--- src/rtl/serial_adder_pkg.sv ---
// serial_adder_pkg: shared types for the serial adder.
//   state_t : FSM encoding (ST_IDLE, ST_RUN, ST_DONE), 2 bits.
package serial_adder_pkg;

  typedef enum logic [1:0] {
    ST_IDLE = 2'd0,
    ST_RUN  = 2'd1,
    ST_DONE = 2'd2
  } state_t;

endpackage

--- src/rtl/adder_slice.sv ---
// adder_slice: combinational ripple of DIGIT full adders.
// Ports:
//   a, b   in  DIGIT  operand digits
//   c_in   in  1      carry into bit 0
//   s      out DIGIT  sum digit
//   c_out  out 1      carry out of bit DIGIT-1
module adder_slice #(
  parameter int unsigned DIGIT = 1
) (
  input  logic [DIGIT-1:0] a,
  input  logic [DIGIT-1:0] b,
  input  logic             c_in,
  output logic [DIGIT-1:0] s,
  output logic             c_out
);

  always_comb begin
    logic w_cy;
    s    = '0;
    w_cy = c_in;
    for (int i = 0; i < DIGIT; i++) begin
      s[i] = a[i] ^ b[i] ^ w_cy;
      w_cy = (a[i] & b[i]) | (w_cy & (a[i] ^ b[i]));
    end
    c_out = w_cy;
  end

endmodule

--- src/rtl/serial_adder.sv ---
// serial_adder: multi-cycle adder, DIGIT bits per clock through one adder_slice,
// carry registered between cycles. start/busy/done handshake; result held until
// the next completion.
// Ports:
//   clock, reset  in   rising-edge clock, synchronous active-high reset
//   start         in   request, honoured only in IDLE or DONE
//   a, b, c_in    in   operands and carry-in, latched on accept
//   busy          out  high while running
//   done          out  one-cycle completion pulse
//   s, c_out      out  registered sum and carry out of bit WIDTH-1
// Build option SERIAL_ADDER_SUB_EN adds sub (in: a-b when high) and ovf (out: signed
// overflow, registered with s).
module serial_adder
  import serial_adder_pkg::*;
#(
  parameter int unsigned WIDTH = 8,
  parameter int unsigned DIGIT = 1
) (
  input  logic             clock,
  input  logic             reset,
  input  logic             start,
  input  logic [WIDTH-1:0] a,
  input  logic [WIDTH-1:0] b,
  input  logic             c_in,
`ifdef SERIAL_ADDER_SUB_EN
  input  logic             sub,
`endif
  output logic             busy,
  output logic             done,
  output logic [WIDTH-1:0] s,
`ifdef SERIAL_ADDER_SUB_EN
  output logic             c_out,
  output logic             ovf
`else
  output logic             c_out
`endif
);

  localparam int unsigned N  = WIDTH / DIGIT;
  localparam int unsigned CW = $clog2(N) + 1;

  if ((WIDTH % DIGIT) != 0) begin : g_param_err
    $error("serial_adder: WIDTH must be a multiple of DIGIT");
  end

  state_t           r_state, w_state_next;
  logic [WIDTH-1:0] r_a, r_b, r_acc, r_s;
  logic             r_carry, r_c_out;
  logic [CW-1:0]    r_cnt;
  logic             w_accept, w_last, w_cy;
  logic [DIGIT-1:0] w_sum;
  logic [WIDTH-1:0] w_acc_next, w_b_in;
  logic             w_c_in;
`ifdef SERIAL_ADDER_SUB_EN
  logic             r_a_msb, r_b_msb, r_ovf;

  // Subtract as a + ~b + 1; c_in is not used in that mode.
  assign w_b_in = sub ? ~b : b;
  assign w_c_in = sub ? 1'b1 : c_in;
  assign ovf    = r_ovf;
`else
  assign w_b_in = b;
  assign w_c_in = c_in;
`endif

  adder_slice #(
    .DIGIT(DIGIT)
  ) u_slice (
    .a    (r_a[DIGIT-1:0]),
    .b    (r_b[DIGIT-1:0]),
    .c_in (r_carry),
    .s    (w_sum),
    .c_out(w_cy)
  );

  // New digit enters at the top; after N steps the LSB digit has reached bit 0.
  assign w_acc_next = WIDTH'({w_sum, r_acc} >> DIGIT);

  always_comb begin
    w_state_next = r_state;
    w_accept     = 1'b0;
    w_last       = 1'b0;
    unique case (r_state)
      ST_IDLE: begin
        w_accept = start;
        if (start) w_state_next = ST_RUN;
      end
      ST_RUN: begin
        w_last = (r_cnt == CW'(N - 1));
        if (w_last) w_state_next = ST_DONE;
      end
      ST_DONE: begin
        w_accept     = start;
        w_state_next = start ? ST_RUN : ST_IDLE;
      end
      default: w_state_next = ST_IDLE;
    endcase
  end

  always_ff @(posedge clock) begin
    if (reset) begin
      r_state <= ST_IDLE;
      r_a     <= '0;
      r_b     <= '0;
      r_acc   <= '0;
      r_s     <= '0;
      r_carry <= 1'b0;
      r_c_out <= 1'b0;
      r_cnt   <= '0;
`ifdef SERIAL_ADDER_SUB_EN
      r_a_msb <= 1'b0;
      r_b_msb <= 1'b0;
      r_ovf   <= 1'b0;
`endif
    end else begin
      r_state <= w_state_next;
      if (w_accept) begin
        r_a     <= a;
        r_b     <= w_b_in;
        r_carry <= w_c_in;
        r_cnt   <= '0;
        r_acc   <= '0;
`ifdef SERIAL_ADDER_SUB_EN
        // Operand sign bits are shifted out during RUN; keep them for ovf.
        r_a_msb <= a[WIDTH-1];
        r_b_msb <= w_b_in[WIDTH-1];
`endif
      end else if (r_state == ST_RUN) begin
        r_a     <= r_a >> DIGIT;
        r_b     <= r_b >> DIGIT;
        r_carry <= w_cy;
        r_cnt   <= r_cnt + CW'(1);
        r_acc   <= w_acc_next;
        if (w_last) begin
          r_s     <= w_acc_next;
          r_c_out <= w_cy;
`ifdef SERIAL_ADDER_SUB_EN
          r_ovf   <= (r_a_msb == r_b_msb) && (w_acc_next[WIDTH-1] != r_a_msb);
`endif
        end
      end
    end
  end

  assign busy  = (r_state == ST_RUN);
  assign done  = (r_state == ST_DONE);
  assign s     = r_s;
  assign c_out = r_c_out;

endmodule

--- config.mk ---
export PLATFORM = sky130hd
export DESIGN_NAME = serial_adder
export DESIGN_NICKNAME = d
export VERILOG_FILES = /design/src/rtl/serial_adder_pkg.sv /design/src/rtl/adder_slice.sv /design/src/rtl/serial_adder.sv
export SDC_FILE = /design/constraint.sdc
export NUM_CORES = 1
export LEC_CHECK = 0
export ABC_AREA = 1
export ABC_CLOCK_PERIOD_IN_PS = 2000
export BUFFER_PORTS_ARGS = -buffer_cell sky130_fd_sc_hd__buf_2
export CAP_MARGIN = 20
export CORE_MARGIN = 3
export CORE_UTILIZATION = 40
export CTS_BUF_LIST = sky130_fd_sc_hd__clkbuf_4 sky130_fd_sc_hd__clkbuf_8
export DETAILED_ROUTE_END_ITERATION = 7
export PLACE_DENSITY_LB_ADDON = 0.12
export SLEW_MARGIN = 20
export SYNTH_ARGS = -nofsm -noshare
export SYNTH_HDL_FRONTEND = slang
export SYNTH_HIERARCHICAL = 1
export SYNTH_SLANG_ARGS = --single-unit
--- constraint.sdc ---
create_clock -name clock -period 2 [get_ports clock]
set_input_delay 0.3 -clock clock [delete_from_list [all_inputs] [get_ports clock]]
set_output_delay 0.3 -clock clock [all_outputs]
set_load 0.05 [all_outputs]
## After elaboration in Yosys (flattened, before gate mapping)

Index checks and enable logic that the tools add are counted.

- Flip-flop bits (word level): 40
- Input port bits: 20
- Output and inout port bits: 11
- Logic and storage cells: 38

- Add/subtract/negate cells: 1
- Equality and inequality tests: 5
- Mux-type cells: 12
- Bitwise logic cells: 6
- Reductions and logical operators: 6

Operators with widths:

| cell | number |
|---|---|
| $mux W8 | 4 |
| $pmux W2 S3 | 1 |
| $mux W1 | 5 |
| $add A4 B1 Y4 const B | 1 |
| $eq A4 B3 Y1 const B | 1 |
| $mux W2 | 2 |
| $reduce_or A2 Y1 | 2 |
| $reduce_and A3 Y1 | 1 |
| $and A1 B1 Y1 | 2 |
| $eq A2 B1 Y1 const B | 1 |
| $eq A2 B2 Y1 const B | 1 |
| $logic_not A2 Y1 | 1 |
| $ne A2 B1 Y1 const B | 1 |
| $ne A2 B2 Y1 const B | 1 |
| $reduce_and A2 Y1 | 1 |
| $reduce_bool A2 Y1 | 1 |
| $xor A1 B1 Y1 | 2 |
| $not A1 Y1 | 1 |
| $or A1 B1 Y1 | 1 |

## Longest topological paths before layout

Gate-level depths: netlist of the first run.

- Depth after elaboration: 5
- Gate-level depth with buffers: 8
- Depth with buffers taken out: 7

## Modules after synthesis

The synthesis of the first run kept the hierarchy.

Modules (own cells, without submodules):

| module | instances | cells each | area each (µm²) | seq. area each (µm²) |
|---|---|---|---|---|
| serial_adder | 1 | 248 | 1769.2 | 780.7 |
| adder_slice | 1 | 1 | 20.0 | 0.0 |

## Worst setup path before layout of the first run

OpenSTA, ideal clock, no wires.

- Path type: flip-flop to output port
- From: reg r_state[0]
- To: out done
- Arrival time: 1.086 ns
- Required time: 1.700 ns
- Slack: 0.614 ns
- Stages on the path, launching flop included: 3
- Path buffers: 1
- Cells stage by stage: dfxtp_1 -> buf_6 -> nor2_1

- Cells in the longest elaborated chain, start to end: 1

RTL lines:

| element | line | source |
|---|---|---|
| start, declared | serial_adder.sv:46 | `state_t r_state, w_state_next;` |
| start signal, assigned | serial_adder.sv:116 | `r_state <= w_state_next;` |
| $eq A2 B2 Y1 | serial_adder.sv:146 | `assign done = (r_state == ST_DONE);` |
| end, declared | serial_adder.sv:29 | `output logic done,` |

No other way between the ends.

## Final worst setup path of the first run

- From: reg r_state[1]
- To: out busy

- Cells in the longest elaborated chain, start to end: 1

RTL lines:

| element | line | source |
|---|---|---|
| $eq A2 B1 Y1 | serial_adder.sv:145 | `assign busy = (r_state == ST_RUN);` |
| end, declared | serial_adder.sv:28 | `output logic busy,` |

No other way between the ends.

==> reports/results.ini, run 1 <==
[floorplan]
fp-row-count = 23
die_y_um = 72.9
die_area_um2 = 5310
die_x_um = 72.9
start_util_pct = 43.2
core-area_um2 = 4140
ios = 31

[grt]
grt_pass1_vias = 1382
grt_util_all_layers_pct = 14.1
grt_start_max_net_pins = 24
grt_first_pass_wirelength_um = 5930
antenna_found_initial = 0
overflow = 0

[sta]
tightest_slew_ps = 270
hold_viol = 0
tns_ps = 0
slew-limit-headroom_pct = 82.0
clock.fmax_ghz = 0.606
rsz0062_at_grt = false
period_needed_ps = 1650
skew_ps = 3.97
fin_crit_sh_pct = 82.5
setup_violations = 0
slew_viol_final = 0

[power_and_ir_drop]
power.leakage_nw = 1.04
p_switching_uw = 414
pwr-share-clk_pct = 35.4
pwr-share-seq_pct = 51.5
p_comb_share_pct = 13.1
p_per_area_nw_per_um2 = 798
p_sw_share_pct = 25.2
internal-power_mw = 1.23
vdd_ir_drop_max_v = 0.000384

[drt]
vias = 1507
routed_wl_um = 3320
drc_errors = 0
viasPerCell = 4.55
dr.pass1.iters = 4
drt_iter0_markers = 68
ant_nets = 0
routedWlPerCell_um = 10.0

[critical_path]
reg2reg_from = r_state[1]
r2r-end = r_state[0]
required_ps = 1700
path_class = flip-flop to primary output
critPathMaxStageDelay_ps = 310
worstPathMaxFanout = 20
reg2reg_depth = 6
worst_setup_path_end_kind = primary output
crit_chain = inv_2 > nand2_4 > inv_1 > buf_2
crit_path_start_kind = flip-flop
ff2ff_setup_slack_ps = 670
cp_slowest_cell = dfxtp_1
arrival_ps = 1350

[logic_synthesis]
synth_top_family_by_area = simple AND/OR/NAND/NOR gates
synth-adder-area-share_pct = 1.82
ys_async_sr_fraction_pct = 0
synth-compound-area-share_pct = 12.4
syn_area_um2 = 1790
synth.area.mux_share_pct = 0
yosysMostFrequentCell = nand2_1
synth_top_area_share_pct = 43.6
synth_fp_nets = 271
synth_top_flop_cell = dfxtp_1
synth_xor_area_share_pct = 0
synth_area_leader_cell = dfxtp_1
ys_types = 21
synth_commonest_cells = 51 x nand2_1, 41 x inv_1, 39 x dfxtp_1, 35 x nor2_1, 23 x nand3_1
ys.warnings.count = 6
synthTopCellsByArea = dfxtp_1 44%, nand2_1 11%, inv_1 8.6%
syn_inst = 249
avgSynthCellArea_um2 = 7.19
ys_ff_latch = 39
yosys.area_share.simple_pct = 28.5
synth.yosys.seq_area_share_pct = 43.6
synth_edf_count = 0

[clock_tree]
cts.repair.resized = 0
clockRootBuffer = clkbuf_8
cts_made_buffers = 5
cts.sink_count = 39
cts.path.max_buffers = 2
tritoncts = done
postCtsSetupBuffers = 0
clk_latency_ps = 280
clk_pin_slew_ps = 70
hold_buffers = 0
htreeDepth = 2

[hold_path]
worstHoldStart = b[7]
whs_path_depth = 3
whs_endpoint = r_b[7]
hold_class = input pin to flip-flop

[placed_design]
dpl.cell_count = 323
placed_area_um2 = 1950
dp_hpwl_um = 2300
gp_congestion = 0.802
io_buffers = 30

[finish]
area_growth_pct = 14.9
layout.nets = 302
antenna_cells = 0
drive_gt1_share_pct = 20.3
fin_area_um2 = 2060
stdcell_count = 331

[status]
status = complete, no violations

[job]
max-cap-violations = 0

[kinds of logic after synthesis]
kind of cell,after synthesis
compound gates,39
simple gates,115
fa+ha+maj,2
buf+inv,54
flops,39
[metrics by stage]
step	total power [mW]	util, %	hold slack (ps)	setup WS (ps)
floorplan	1.04	-	435	614
global placement	1.08	47.1	456	656
detailed placement	1.08	47.1	457	638
CTS	1.67	49.6	237	327
global route	1.74	49.6	267	249
finish	1.64	49.6	243	350
[state kept, by name (all words and copies together) (netlist names)]
signal / flops
r_a: 8
c_out: 1
r_cnt: 4
s: 8
r_carry: 1
r_acc: 7
r_b: 8
r_state: 2
[power by group through the flow]
stage          Sequential, mW  Combinational, mW  Clock (mW)
6_report                0.846              0.215       0.580
5_1_grt                 0.851              0.254       0.639
4_1_cts                 0.845              0.219       0.603
3_5_place_dp            0.863              0.218           0
3_3_place_gp            0.863              0.216           0
2_1_floorplan           0.856              0.179           0
[how the worst max path moves through the flow]
stage          startpoint  endpoint  slack, ps
3_5_place_dp   r_state[1]      busy        640
5_1_grt        r_state[1]      busy        250
6_report       r_state[1]      busy        350
4_1_cts        r_state[1]      busy        330
3_3_place_gp   r_state[1]      busy        660
2_1_floorplan  r_state[0]      done        610
[critical path, delay by kind of cell (launching register included)]
kind	cells	cell delay, ps
buffers and inverters	3	570
DFF	1	310
and+or+nand+nor	1	190
[cells in the final DEF (no fill, tap or decap), types with 4 or more instances in the layout]
cell	netlist	final
a21oi_1	15	15
buf_2	4	30
buf_4	2	4
clkbuf_8	0	7
dfxtp_1	39	39
inv_1	41	41
nand2_1	51	51
nand3_1	23	23
nor2_1	35	35
o21ai_0	16	16
o21ai_2	6	6
[metal layers]
layer,share of wire (%),wire length [µm],track usage [%],up-vias
met5,0,0,0,-
met4,1.5,50,5.53,0
met3,4.0,132,3.58,7
met2,44,1470,22.6,28
met1,50,1670,18.1,650
li1,-,-,-,822
[final cells by class]
cell class,count,area [µm²]
Sequential cell,39,781
Fill cell,456,2090
Multi-Input combinational cell,156,763
Inverter,44,165
Timing Repair Buffer,34,180
Tap cell,50,62.6
Clock buffer,8,104
Note: power is estimated with default switching activity, not from simulation.
==> run 2: changes to the inputs <==
Settings changed: ABC_CLOCK_PERIOD_IN_PS 2000 to 1400.
Clock period 2 ns to 1.4 ns, I/O delays scaled along.
==> run 2 against run 1 <==
Net effect: total power up 39%; largest cell class unchanged; design area up 2.2%; global-route usage up 0.49 points; combinational power up 54%; highest routed layer unchanged; critical endpoint is now done; first-iteration DRC count down 38%; sequential share of layout area down 0.75 points; flip-flop and latch count unchanged.
==> reports/results.ini, run 2 (same netlist as run 1, synthesis figures left out) <==
[placed_design]
dp_hpwl_um = 2520
io_buffers = 30
placed_area_um2 = 2000
dpl.cell_count = 329
gp_congestion = 0.743

[sta]
fin_crit_sh_pct = 94.1
tightest_slew_ps = 251
rsz0062_at_grt = false
skew_ps = 6.33
slew_viol_final = 0
tns_ps = 0
slew-limit-headroom_pct = 83.4
hold_viol = 0
clock.fmax_ghz = 0.759
setup_violations = 0
period_needed_ps = 1320

[floorplan]
die_x_um = 72.9
fp-row-count = 23
die_y_um = 72.9
die_area_um2 = 5310
core-area_um2 = 4140
start_util_pct = 43.2
ios = 31

[grt]
overflow = 0
antenna_found_initial = 0
grt_start_max_net_pins = 20
grt_first_pass_wirelength_um = 6030
grt_pass1_vias = 1320
grt_util_all_layers_pct = 14.6

[drt]
viasPerCell = 4.42
drc_errors = 0
routed_wl_um = 3440
ant_nets = 0
routedWlPerCell_um = 10.2
dr.pass1.iters = 5
drt_iter0_markers = 42
vias = 1490

[clock_tree]
htreeDepth = 2
cts.sink_count = 39
clk_latency_ps = 290
cts.path.max_buffers = 2
clockRootBuffer = clkbuf_8
postCtsSetupBuffers = 0
cts_made_buffers = 5
tritoncts = done
clk_pin_slew_ps = 70

[critical_path]
path_class = flip-flop to primary output
worstPathMaxFanout = 7
crit_family = buffers and inverters
worst_setup_path_end_kind = primary output
required_ps = 1190
critPathMaxStageDelay_ps = 350
arrival_ps = 1110
crit_chain = buf_4 > nor2_1 > buf_4
cp_num_buf_inv = 2
crit_path_frequent_cell = buf_4
crit_path_start_kind = flip-flop
cp_slowest_cell = dfxtp_2

[finish]
fin_area_um2 = 2100
area_growth_pct = 17.4
antenna_cells = 0
final_common_cell = nand2_1
multi_input_area_um2 = 768
stdcell_count = 337
drive_gt1_share_pct = 23.0
fillers = 433
final_cell_mix = 51 x nand2_1, 40 x inv_1, 38 x dfxtp_1, 35 x nor2_1, 28 x buf_2
final_core_util_pct = 50.7
layout.nets = 308
regArea_um2 = 782

[job]
max-cap-violations = 0

[power_and_ir_drop]
power.leakage_nw = 1.05
p_total_mw = 2.29
vdd_ir_drop_max_v = 0.000577
p_per_area_nw_per_um2 = 1090

[hold_path]
hold_class = input pin to flip-flop

[status]
status = complete, no violations

## run 2: area by class of cell
cell class	count	share of cell area, %
well taps	50	2.98
repair buffers	40	11.1
flip-flops and latches	39	37.2
clock inverters	3	0.953
multi-input cells	156	36.6
inverters	44	7.86
clock buffers	5	3.28
## run 2: power by group
| group | switching (mW) | leakage, nW | total [mW] | internal (mW) |
|---|---|---|---|---|
| clock | 0.400 | 0.0402 | 0.746 | 0.346 |
| combinational | 0.201 | 0.688 | 0.331 | 0.130 |
| sequential | 0.0371 | 0.319 | 1.21 | 1.17 |
## run 2: what timing repair did
| action | 4_1_cts | 5_1_grt |
|---|---|---|
| gates resized for setup | 3 | 3 |
| cloned | 0 | 0 |
| hold buffers | 0 | 0 |
| endpoints found under the setup margin | 2 | 4 |
## run 2: stage by stage
stage	setup slack, ps	hold slack [ps]
2_1_floorplan	104	345
3_3_place_gp	110	432
3_5_place_dp	106	438
4_1_cts	5.82	134
5_1_grt	7.05	167
6_report	82.8	144
## run 2: path summary, 6_finish.rpt
kind | slack, ps | from | cells after the start | to
worst min-delay path | 140 | b[7] | 3 | r_b[7]
worst max-delay path | 80 | r_state[0] | 3 | done
worst min register to register | 480 | r_a[7] | 2 | r_a[7]
worst max register to register | 180 | r_cnt[0] | 5 | s[7]
## run 2: routing by layer
layer	up-vias	wire, µm	track usage, %
li1	839	-	-
met1	617	1730	19.5
met2	29	1530	22.0
met3	5	135	4.13
met4	0	43	6.15
met5	-	0	0
## run 2: worst register-to-register path, cell delays in order (launching register included)
cell and delay, ps:
dfxtp_1 370, ha_1 240, nand3_2 160, nor2_8 160, nand2_4 110, o21ai_2 120
==> run 3: changes to the inputs <==
Settings changed: BUFFER_PORTS_ARGS -buffer_cell sky130_fd_sc_hd__buf_2 to unset, DONT_BUFFER_PORTS set to 1.
==> run 3 against run 2 <==
Net effect: non-clock buffer count fell by 21; utilization fell by 2.1 points; maximum frequency barely moved; setup slack barely moved; total power fell by 2.7%; design area fell by 4.0%; routed wire length rose by 0.64%; die area did not move; critical endpoint is now busy; global-route usage rose by 0.35 points; combinational power fell by 7.3%; sequential share of layout area rose by 1.6 points; via count fell by 2.9%.
==> reports/results.ini, run 3 (same netlist as run 1, synthesis figures left out) <==
[sta]
tightest_slew_ps = 528
slew_viol_final = 0
rsz0062_at_grt = false
fin_crit_sh_pct = 94.1
slew-limit-headroom_pct = 64.8
hold_viol = 0
skew_ps = 1.80
clock.fmax_ghz = 0.759
tns_ps = 0
hold_ws_ps = 59.0
setup_violations = 0
period_needed_ps = 1320

[power_and_ir_drop]
p_per_area_nw_per_um2 = 1100
vdd_ir_drop_max_v = 0.000513
power.leakage_nw = 0.959

[grt]
grt_util_all_layers_pct = 15.0
antenna_found_initial = 0
overflow = 0
grt_start_max_net_pins = 18
grt_pass1_vias = 1411
grt_first_pass_wirelength_um = 6190

[drt]
routed_wl_um = 3470
drc_errors = 0
top_layer_used = met4
drt_iter0_markers = 76
vias = 1447
dr_wl_met3_um = 154
dr.pass1.iters = 4
dr_wl_met2_um = 1520
routedWlPerCell_um = 11.0
ant_nets = 0
viasPerCell = 4.61
wl_met1_um = 1730

[finish]
area_growth_pct = 12.7
antenna_cells = 0
final_core_util_pct = 48.6
regArea_um2 = 782
multi_input_area_um2 = 768
fillers = 466
stdcell_count = 314
drive_gt1_share_pct = 15.9
final_common_cell = nand2_1
layout.nets = 287
final_cell_mix = 51 x nand2_1, 40 x inv_1, 38 x dfxtp_1, 35 x nor2_1, 22 x nand3_1

[floorplan]
die_area_um2 = 5310
die_x_um = 72.9
core-area_um2 = 4140
start_util_pct = 43.2
ios = 31
die_y_um = 72.9
fp-row-count = 23

[critical_path]
ff2ff_setup_slack_ps = 170
arrival_ps = 1110
reg2reg_depth = 6
path_class = flip-flop to primary output
required_ps = 1190
worstPathMaxFanout = 8
worst_setup_path_end_kind = primary output
crit_path_start_kind = flip-flop
r2r-end = s[7]
reg2reg_from = r_cnt[0]

[placed_design]
dp_hpwl_um = 2460
dpl.cell_count = 307
gp_congestion = 0.738
io_buffers = 0

[hold_path]
hold_class = input pin to flip-flop
whs_path_depth = 2
whs_endpoint = r_b[7]
worstHoldStart = b[7]

[clock_tree]
tritoncts = done
postCtsSetupBuffers = 0
clk_pin_slew_ps = 70
htreeDepth = 2
cts_made_buffers = 5
cts.sink_count = 39
cts.path.max_buffers = 2
clockRootBuffer = clkbuf_8
clk_latency_ps = 280

[job]
max-cap-violations = 0

[status]
status = complete, no violations

[run 3: cell types whose count changed in the layout (fill, tap and decap cells not counted), sizes merged]
cell,previous run,this run
inv,43,42
dlygate4sd3,0,1
clkinv,2,1
clkinvlp,2,1
buf,40,18
clkbuf,5,6
[run 3: worst max-delay path: stages (launching register included)]
cell	delay [ps]
dfxtp_1	320
inv_2	80
nand2_4	100
clkinvlp_4	140
buf_12	170
[run 3: timing repair]
action                     CTS  global route
hold endpoints to repair     9             0
setup endpoints to repair    0            10
hold buffers                 1             0
resized for setup            0             3
[run 3: power by group]
group,total (mW),internal [mW],switching (mW)
clock,0.711,0.351,0.359
sequential,1.21,1.17,0.0348
combinational,0.307,0.114,0.193
total,2.23,1.64,0.587
[run 3: layout make-up]
cell class / instances / area share [%]
Timing Repair Buffer: 19 / 7.82
Multi-Input combinational cell: 156 / 38.1
Sequential cell: 39 / 38.8
Clock buffer: 6 / 3.79
Tap cell: 50 / 3.10
Inverter: 44 / 8.38
[run 3: worst max-delay path by stage]
stage / startpoint / endpoint / slack, ps
detailed placement: r_cnt[0] / s[5] / 110
finish: r_state[1] / busy / 80
floorplan: r_state[0] / done / 100
CTS: r_state[0] / busy / 4
global route: r_cnt[0] / s[1] / 7
global placement: r_cnt[0] / s[6] / 100
[run 3: stage by stage]
stage	total power [mW]	cell area [µm²]	worst slack (ps)
after floorplan	1.48	1790	104
after global placement	1.53	1920	100
after CTS	2.26	2010	4.42
final	2.23	2020	82.9
after detailed placement	1.53	1920	108
after global routing	2.35	2020	6.87
[run 3: metal layers]
layer	vias to the layer above	GRT usage (%)
li1	793	-
met5	-	0
met4	0	6.15
met1	623	18.8
met3	6	4.27
met2	25	24.0
